[src/rtl/bcd_xs3_serial_conv.sv]
// Serial multi-digit BCD <-> Excess-3 converter: one 4-bit digit per clock, LSB digit first.
// A word is accepted on a valid/ready handshake and held at the output until the sink takes it.
module bcd_xs3_serial_conv #(
  parameter int DIGITS = 4
) (
  input  logic                clk,
  input  logic                rst_n,
  input  logic                in_valid,
  output logic                in_ready,
  input  logic [4*DIGITS-1:0] in_data,
  input  logic                in_mode,
  output logic                out_valid,
  input  logic                out_ready,
  output logic [4*DIGITS-1:0] out_data,
  output logic [DIGITS-1:0]   out_err_mask,
  output logic                out_err
);

  localparam int CW = (DIGITS > 1) ? $clog2(DIGITS) : 1;
  localparam int W  = 4 * DIGITS;
  localparam logic [CW-1:0] LAST_CNT = CW'(DIGITS - 1);

  typedef enum logic [1:0] {
    IDLE = 2'd0,
    CONV = 2'd1,
    DONE = 2'd2
  } state_t;

  state_t        state_reg, state_next;
  logic [CW-1:0] cnt_reg, cnt_next;
  logic [W-1:0]  src_reg, src_next;
  logic          mode_reg, mode_next;
  logic [W-1:0]  result_reg, result_next;
  logic [DIGITS-1:0] err_reg, err_next;

  logic [3:0] cur_src;
  logic [3:0] conv_digit;
  logic       conv_err;

  // Single-digit converter applied to the digit currently selected by the counter.
  always_comb begin
    cur_src    = src_reg[4*cnt_reg +: 4];
    conv_digit = 4'h0;
    conv_err   = 1'b0;
    if (!mode_reg) begin
      if (cur_src <= 4'd9) begin
        conv_digit = cur_src + 4'd3;
      end else begin
        conv_err = 1'b1;
      end
    end else begin
      if ((cur_src >= 4'd3) && (cur_src <= 4'd12)) begin
        conv_digit = cur_src - 4'd3;
      end else begin
        conv_err = 1'b1;
      end
    end
  end

  always_comb begin
    state_next  = state_reg;
    cnt_next    = cnt_reg;
    src_next    = src_reg;
    mode_next   = mode_reg;
    result_next = result_reg;
    err_next    = err_reg;
    unique case (state_reg)
      IDLE: begin
        if (in_valid) begin
          src_next    = in_data;
          mode_next   = in_mode;
          result_next = '0;
          err_next    = '0;
          cnt_next    = '0;
          state_next  = CONV;
        end
      end
      CONV: begin
        result_next[4*cnt_reg +: 4] = conv_digit;
        err_next[cnt_reg]           = conv_err;
        if (cnt_reg == LAST_CNT) begin
          cnt_next   = '0;
          state_next = DONE;
        end else begin
          cnt_next = cnt_reg + CW'(1);
        end
      end
      DONE: begin
        if (out_ready) begin
          state_next = IDLE;
        end
      end
      default: begin
        state_next = IDLE;
      end
    endcase
  end

  always_ff @(posedge clk or negedge rst_n) begin
    if (!rst_n) begin
      state_reg  <= IDLE;
      cnt_reg    <= '0;
      src_reg    <= '0;
      mode_reg   <= 1'b0;
      result_reg <= '0;
      err_reg    <= '0;
    end else begin
      state_reg  <= state_next;
      cnt_reg    <= cnt_next;
      src_reg    <= src_next;
      mode_reg   <= mode_next;
      result_reg <= result_next;
      err_reg    <= err_next;
    end
  end

  // Gating with rst_n keeps in_ready low for the whole time reset is asserted.
  assign in_ready     = (state_reg == IDLE) && rst_n;
  assign out_valid    = (state_reg == DONE);
  assign out_data     = result_reg;
  assign out_err_mask = err_reg;
  assign out_err      = |err_reg;

endmodule

[config.mk]
export PLATFORM = sky130hd
export DESIGN_NAME = bcd_xs3_serial_conv
export DESIGN_NICKNAME = d
export VERILOG_FILES = /design/src/rtl/bcd_xs3_serial_conv.sv
export SDC_FILE = /design/constraint.sdc
export NUM_CORES = 1
export LEC_CHECK = 0
export BUFFER_PORTS_ARGS = -buffer_cell sky130_fd_sc_hd__buf_4
export CORE_ASPECT_RATIO = 0.75
export CORE_MARGIN = 2
export CORE_UTILIZATION = 30
export DETAILED_ROUTE_END_ITERATION = 7
export PLACE_DENSITY = 0.55
export SLEW_MARGIN = 5
export SYNTH_ARGS = -nofsm -noshare
export SYNTH_HDL_FRONTEND = slang
export SYNTH_SLANG_ARGS = --single-unit
export TNS_END_PERCENT = 30
[constraint.sdc]
create_clock -name clk -period 5 [get_ports clk]
set_input_delay 0.75 -clock clk [delete_from_list [all_inputs] [get_ports clk]]
set_output_delay 0.75 -clock clk [all_outputs]
set_load 0.1 [all_outputs]
After elaboration in Yosys (flattened, before gate mapping):

Index checks and enable logic that the tools add are counted.

* flip-flop bits (word level): 41
* output and inout bits: 23
* logic and storage cells: 54

* $add $sub $neg: 4
* magnitude comparators: 5
* equal/unequal tests: 6
* shift operators: 3
* mux-type cells: 21
* reductions and logical operators: 9

Operators with widths (count)
* $neg 4->34: 1
* $shift 4x34->16 const A: 1
* $shiftx 4x34->16: 1
* $pmux 16 s2: 1
* $bwmux 16: 1
* $mux 16: 1
* $mux 4: 4
* $shiftx 16x5->4: 1
* $mux 2: 5
* $le 4x4->1 const B: 2
* $pmux 4 s2: 1
* $pmux 2 s3: 1
* $add 4x2->4 const B: 1
* $bwmux 4: 1
* $eq 2x2->1 const B: 2
* $ge 4x2->1 const B: 1
* $mux 1: 4
* $ne 2x2->1 const B: 2
* $pmux 2 s2: 1
* $reduce_and 2->1: 2
* $reduce_or 4->1: 1
* $sub 4x2->4 const B: 1
* $logic_and 1x1->1: 3
* $lt 2x3->1 const B: 1
* 8 further kinds: 8

Longest topological paths before layout:

* depth in word-level cells: 8
* mapped depth: 9
* mapped depth without buffers: 8

Worst setup path after synthesis:

Ideal clock, no wire load.

* path kind: register to output
* from: register err_reg[1] (netlist: out_err_mask[1])
* to: output out_err
* data arrival time: 1.816 ns
* data required time: 4.250 ns
* slack: 2.434 ns
* cell stages (with the launch flop): 2
* path buffers: 0
* cells stage by stage: dfrtp_1 > or4_1

* word-level cells in the longest chain between the ends: 1

Ends and longest elaborated chain
* start, declared: line 34 `logic [DIGITS-1:0] err_reg, err_next;`
* start signal, assigned: line 113 `err_reg <= err_next;`
* $reduce_or 4->1: line 122 `assign out_err = |err_reg;`
* end, declared: line 16 `output logic out_err`

No other way between the ends.

Worst setup path in the final report:

* from: register cnt_reg[0]
* to: register result_reg[15] (netlist: out_data[15])

* word-level cells in the longest chain between the ends: 8
* elaborated cells between the ends (all ways): 15
* classes of those cells: 3 x add/sub; 3 x order compare; 3 x shift; 5 x mux; 1 x reduce/logical

Ends and longest elaborated chain
* start, declared: line 30 `logic [CW-1:0] cnt_reg, cnt_next;`
* start signal, assigned: line 109 `cnt_reg <= cnt_next;`
* $shiftx 16x5->4: line 42 `cur_src = src_reg[4*cnt_reg +: 4];`
* $ge 4x2->1 or $le 4x4->1 (tied branches): line 52 `if ((cur_src >= 4'd3) && (cur_src <= 4'd12)) begin`
* $logic_and 1x1->1: line 52
* $mux 4: line 52
* $mux 4: line 45 `if (!mode_reg) begin`
* $shiftx 4x34->16: line 79 `result_next[4*cnt_reg +: 4] = conv_digit;`
* $bwmux 16 (*): line 79
* $pmux 16 s2 (*): line 67 `unique case (state_reg)`
* end signal, assigned: line 112 `result_reg <= result_next;`
* end, declared: line 33 `logic [W-1:0] result_reg, result_next;`

Every way passes the cells marked *; elsewhere a longest branch is shown, timed or not.
A chain may end at the register's enable or synchronous reset.

==> impl_metrics.py <==
metrics = {
    "run_status": {
        "status": "finished clean",
    },
    "global_route": {
        "overflow": 0,
        "grt_pass1_vias": 1605,
        "antenna_found_initial": 0,
        "grtUsageTotal_pct": 13.9,
        "grt_max_degree": 43,
        "grt_pass1_wl_um": 8350,
    },
    "placed_design": {
        "pre_cts_ws_ps": 2440,
        "place_inst": 334,
        "io_buffers": 43,
        "dpl.hpwl_um": 3540,
        "gp_congestion": 0.827,
    },
    "logic_synthesis": {
        "postSynthAreaPerCell_um2": 9.59,
        "postSynth.asyncResetShare_pct": 100,
        "netlist_instances": 217,
        "synth-seq-cells": 41,
        "synth_warnings": 0,
        "ys_seq_area_share_pct": 49.3,
        "synth_edf_count": 0,
        "synth_area_um2": 2080,
        "synth-main-ff-cell": "dfrtp_1",
        "synth.distinct_cells": 40,
        "syn-num-nets": 246,
    },
    "worst_setup_path": {
        "worstPathMaxFanout": 13,
        "critPathLaunchType": "flop",
        "critPathMostFrequentCell": "nor2_1",
        "critPathBufInv": 0,
        "end_kind": "flop",
        "worst-setup-path-type": "flop to flop",
        "crit_family": "flip-flops",
        "arrival_ps": 2750,
        "slowest_stage": "dfrtp_1",
        "cp.required_ps": 5200,
        "cp_cell_sequence": "mux4_2 > ha_1 > nor2_1 > nor2_1 > a2bb2oi_1 > o221ai_2 > a22o_1",
        "slowest_delay_ps": 700,
    },
    "sta": {
        "hold_viol_final": 0,
        "fin_skew_ps": 9.48,
        "final_max_slew_viol_count": 0,
        "relSlewSlack_pct": 55.5,
        "tns_ps": 0,
        "fin_ws_ps": 2440,
        "max_freq_mhz": 391,
        "worst_pin_slew_ps": 665,
        "finalSetupViolations": 0,
        "min_period_ps": 2560,
        "min_period_over_period_pct": 51.2,
        "rsz0062_at_grt": "false",
    },
    "floorplanning": {
        "io_pins": 44,
        "core_um2": 6770,
        "rows": 26,
        "die_x_um": 100,
        "initial_core_util_pct": 30.8,
        "die_y_um": 76.1,
        "die_area_um2": 7630,
    },
    "route": {
        "drt_wl_total_um": 4870,
        "num_vias": 1676,
        "postRouteAntennaNets": 0,
        "drt_iter0_drc": 122,
        "wl_per_cell_um": 14.2,
        "dr.pass1.iters": 4,
        "drc": 0,
        "routed_via_density": 4.90,
    },
    "cells_and_area": {
        "drive_gt1_share_pct": 22.9,
        "nFillCells": 708,
        "area_growth_pct": 21.8,
        "multi_input_area_um2": 971,
        "antenna_cells": 0,
        "layoutNonFillerInstCount": 342,
        "seq_area_um2": 1030,
        "finalNetCount": 286,
        "final_util_pct": 37.4,
    },
    "clock_tree": {
        "cts_root_buffer": "clkbuf_8",
        "tritoncts": "built",
        "clock_path_buffers": 2,
        "numCtsBuffers": 5,
        "cts_hold_buf": 0,
        "path_clk_slew_ps": 80,
        "post_cts_buffers": 0,
        "clk_latency_ps": 310,
        "h-tree-depth": 2,
        "cts_sinks": 41,
        "post_cts_resized": 0,
    },
    "worst_hold_path": {
        "hold_class": "primary input to async pin",
    },
    "flow_run": {
        "maxCapViolations": 0,
    },
}
[cell usage in the layout, fill, tap and decap left out, drive strengths merged, types with 2 or more instances in the layout]
| master | synthesis | routed |
|---|---|---|
| dfrtp | 41 | 41 |
| nor3 | 2 | 2 |
| or4 | 2 | 2 |
| o21ai | 16 | 16 |
| nand2b | 4 | 4 |
| a32o | 2 | 2 |
| and2 | 2 | 2 |
| mux4 | 4 | 4 |
| nor2b | 2 | 2 |
| nor2 | 8 | 8 |
| buf | 4 | 43 |
| inv | 6 | 6 |
| clkinv | 0 | 2 |
| ha | 8 | 8 |
| a21o | 5 | 5 |
| nand3 | 5 | 5 |
| o31ai | 2 | 2 |
| and3 | 2 | 2 |
| a22o | 8 | 8 |
| nand2 | 71 | 71 |
| clkbuf | 6 | 5 |
[area by class of cell]
class,instances,share of cell area [%]
sequential,41,40.5
multi-input combinational,160,38.3
timing repair buffer,43,12.7
tap,84,4.15
clock buffer,5,2.72
inverter,6,0.889
clock inverter,3,0.691
[path summary, 6_finish.rpt]
path,startpoint,end,slack (ps),cells past startpoint
min in group clk,src_reg[0],src_reg[0],480,2
max in group asynchronous,rst_n,out_data[5],4210,1
hold reg to reg,src_reg[0],src_reg[0],480,2
hold / removal,rst_n,src_reg[4],420,1
setup / recovery,cnt_reg[0],out_data[15],2440,7
setup reg to reg,cnt_reg[0],out_data[15],2440,7
[synth_stat cells (2+ instances only)]
cell type  number  area, µm²
a21o_1          5       37.5
a22o_1          8       70.1
a32o_1          2       20.0
and2_1          2       12.5
and3_1          2       12.5
buf_6           3       33.8
clkbuf_1        6       22.5
dfrtp_1        41       1030
ha_1            8        100
inv_1           6       22.5
mux4_2          4       90.1
nand2_1        71        267
nand2b_1        4       25.0
nand3_1         5       25.0
nor2_1          8       30.0
nor2b_1         2       12.5
o21ai_0         6       30.0
o21ai_1        10       50.1
o31ai_1         2       15.0
or4_1           2       15.0
[through the flow]
stage | area [µm²] | hold WS, ps
after global placement | 2450 | 463
after CTS | 2530 | 436
after floorplan | 2080 | 440
after detailed placement | 2450 | 461
final | 2530 | 421
after global routing | 2530 | 456
[routing by layer]
layer | track usage (%) | vias to the layer above | wire length (µm)
met1 | 21.1 | 808 | 2540
met2 | 19.3 | 41 | 2050
met3 | 4.04 | 6 | 232
met4 | 3.29 | 0 | 49
met5 | 0 | - | 0
li1 | - | 821 | -
[cells by family after synthesis]
kind of cell    share of synthesized area [%]
mux                                      4.81
compound gates                           14.1
simple gates                             22.9
flops                                    49.3
fa+ha+maj                                4.81
buf+inv                                  4.03
[worst register-to-register path, delay by kind of cell, from the launching register on]
kind | cells | cell delay (ps)
multiplexers | 1 | 660
flip-flops | 1 | 700
adder cells (fa/ha/maj) | 1 | 250
AO/OA/AOI/OAI | 3 | 640
AND/OR/NAND/NOR | 2 | 210
Power is left out: the tool's default activity adds up to more than one toggle a clock period on the data nets, which glitch-free logic cannot reach.
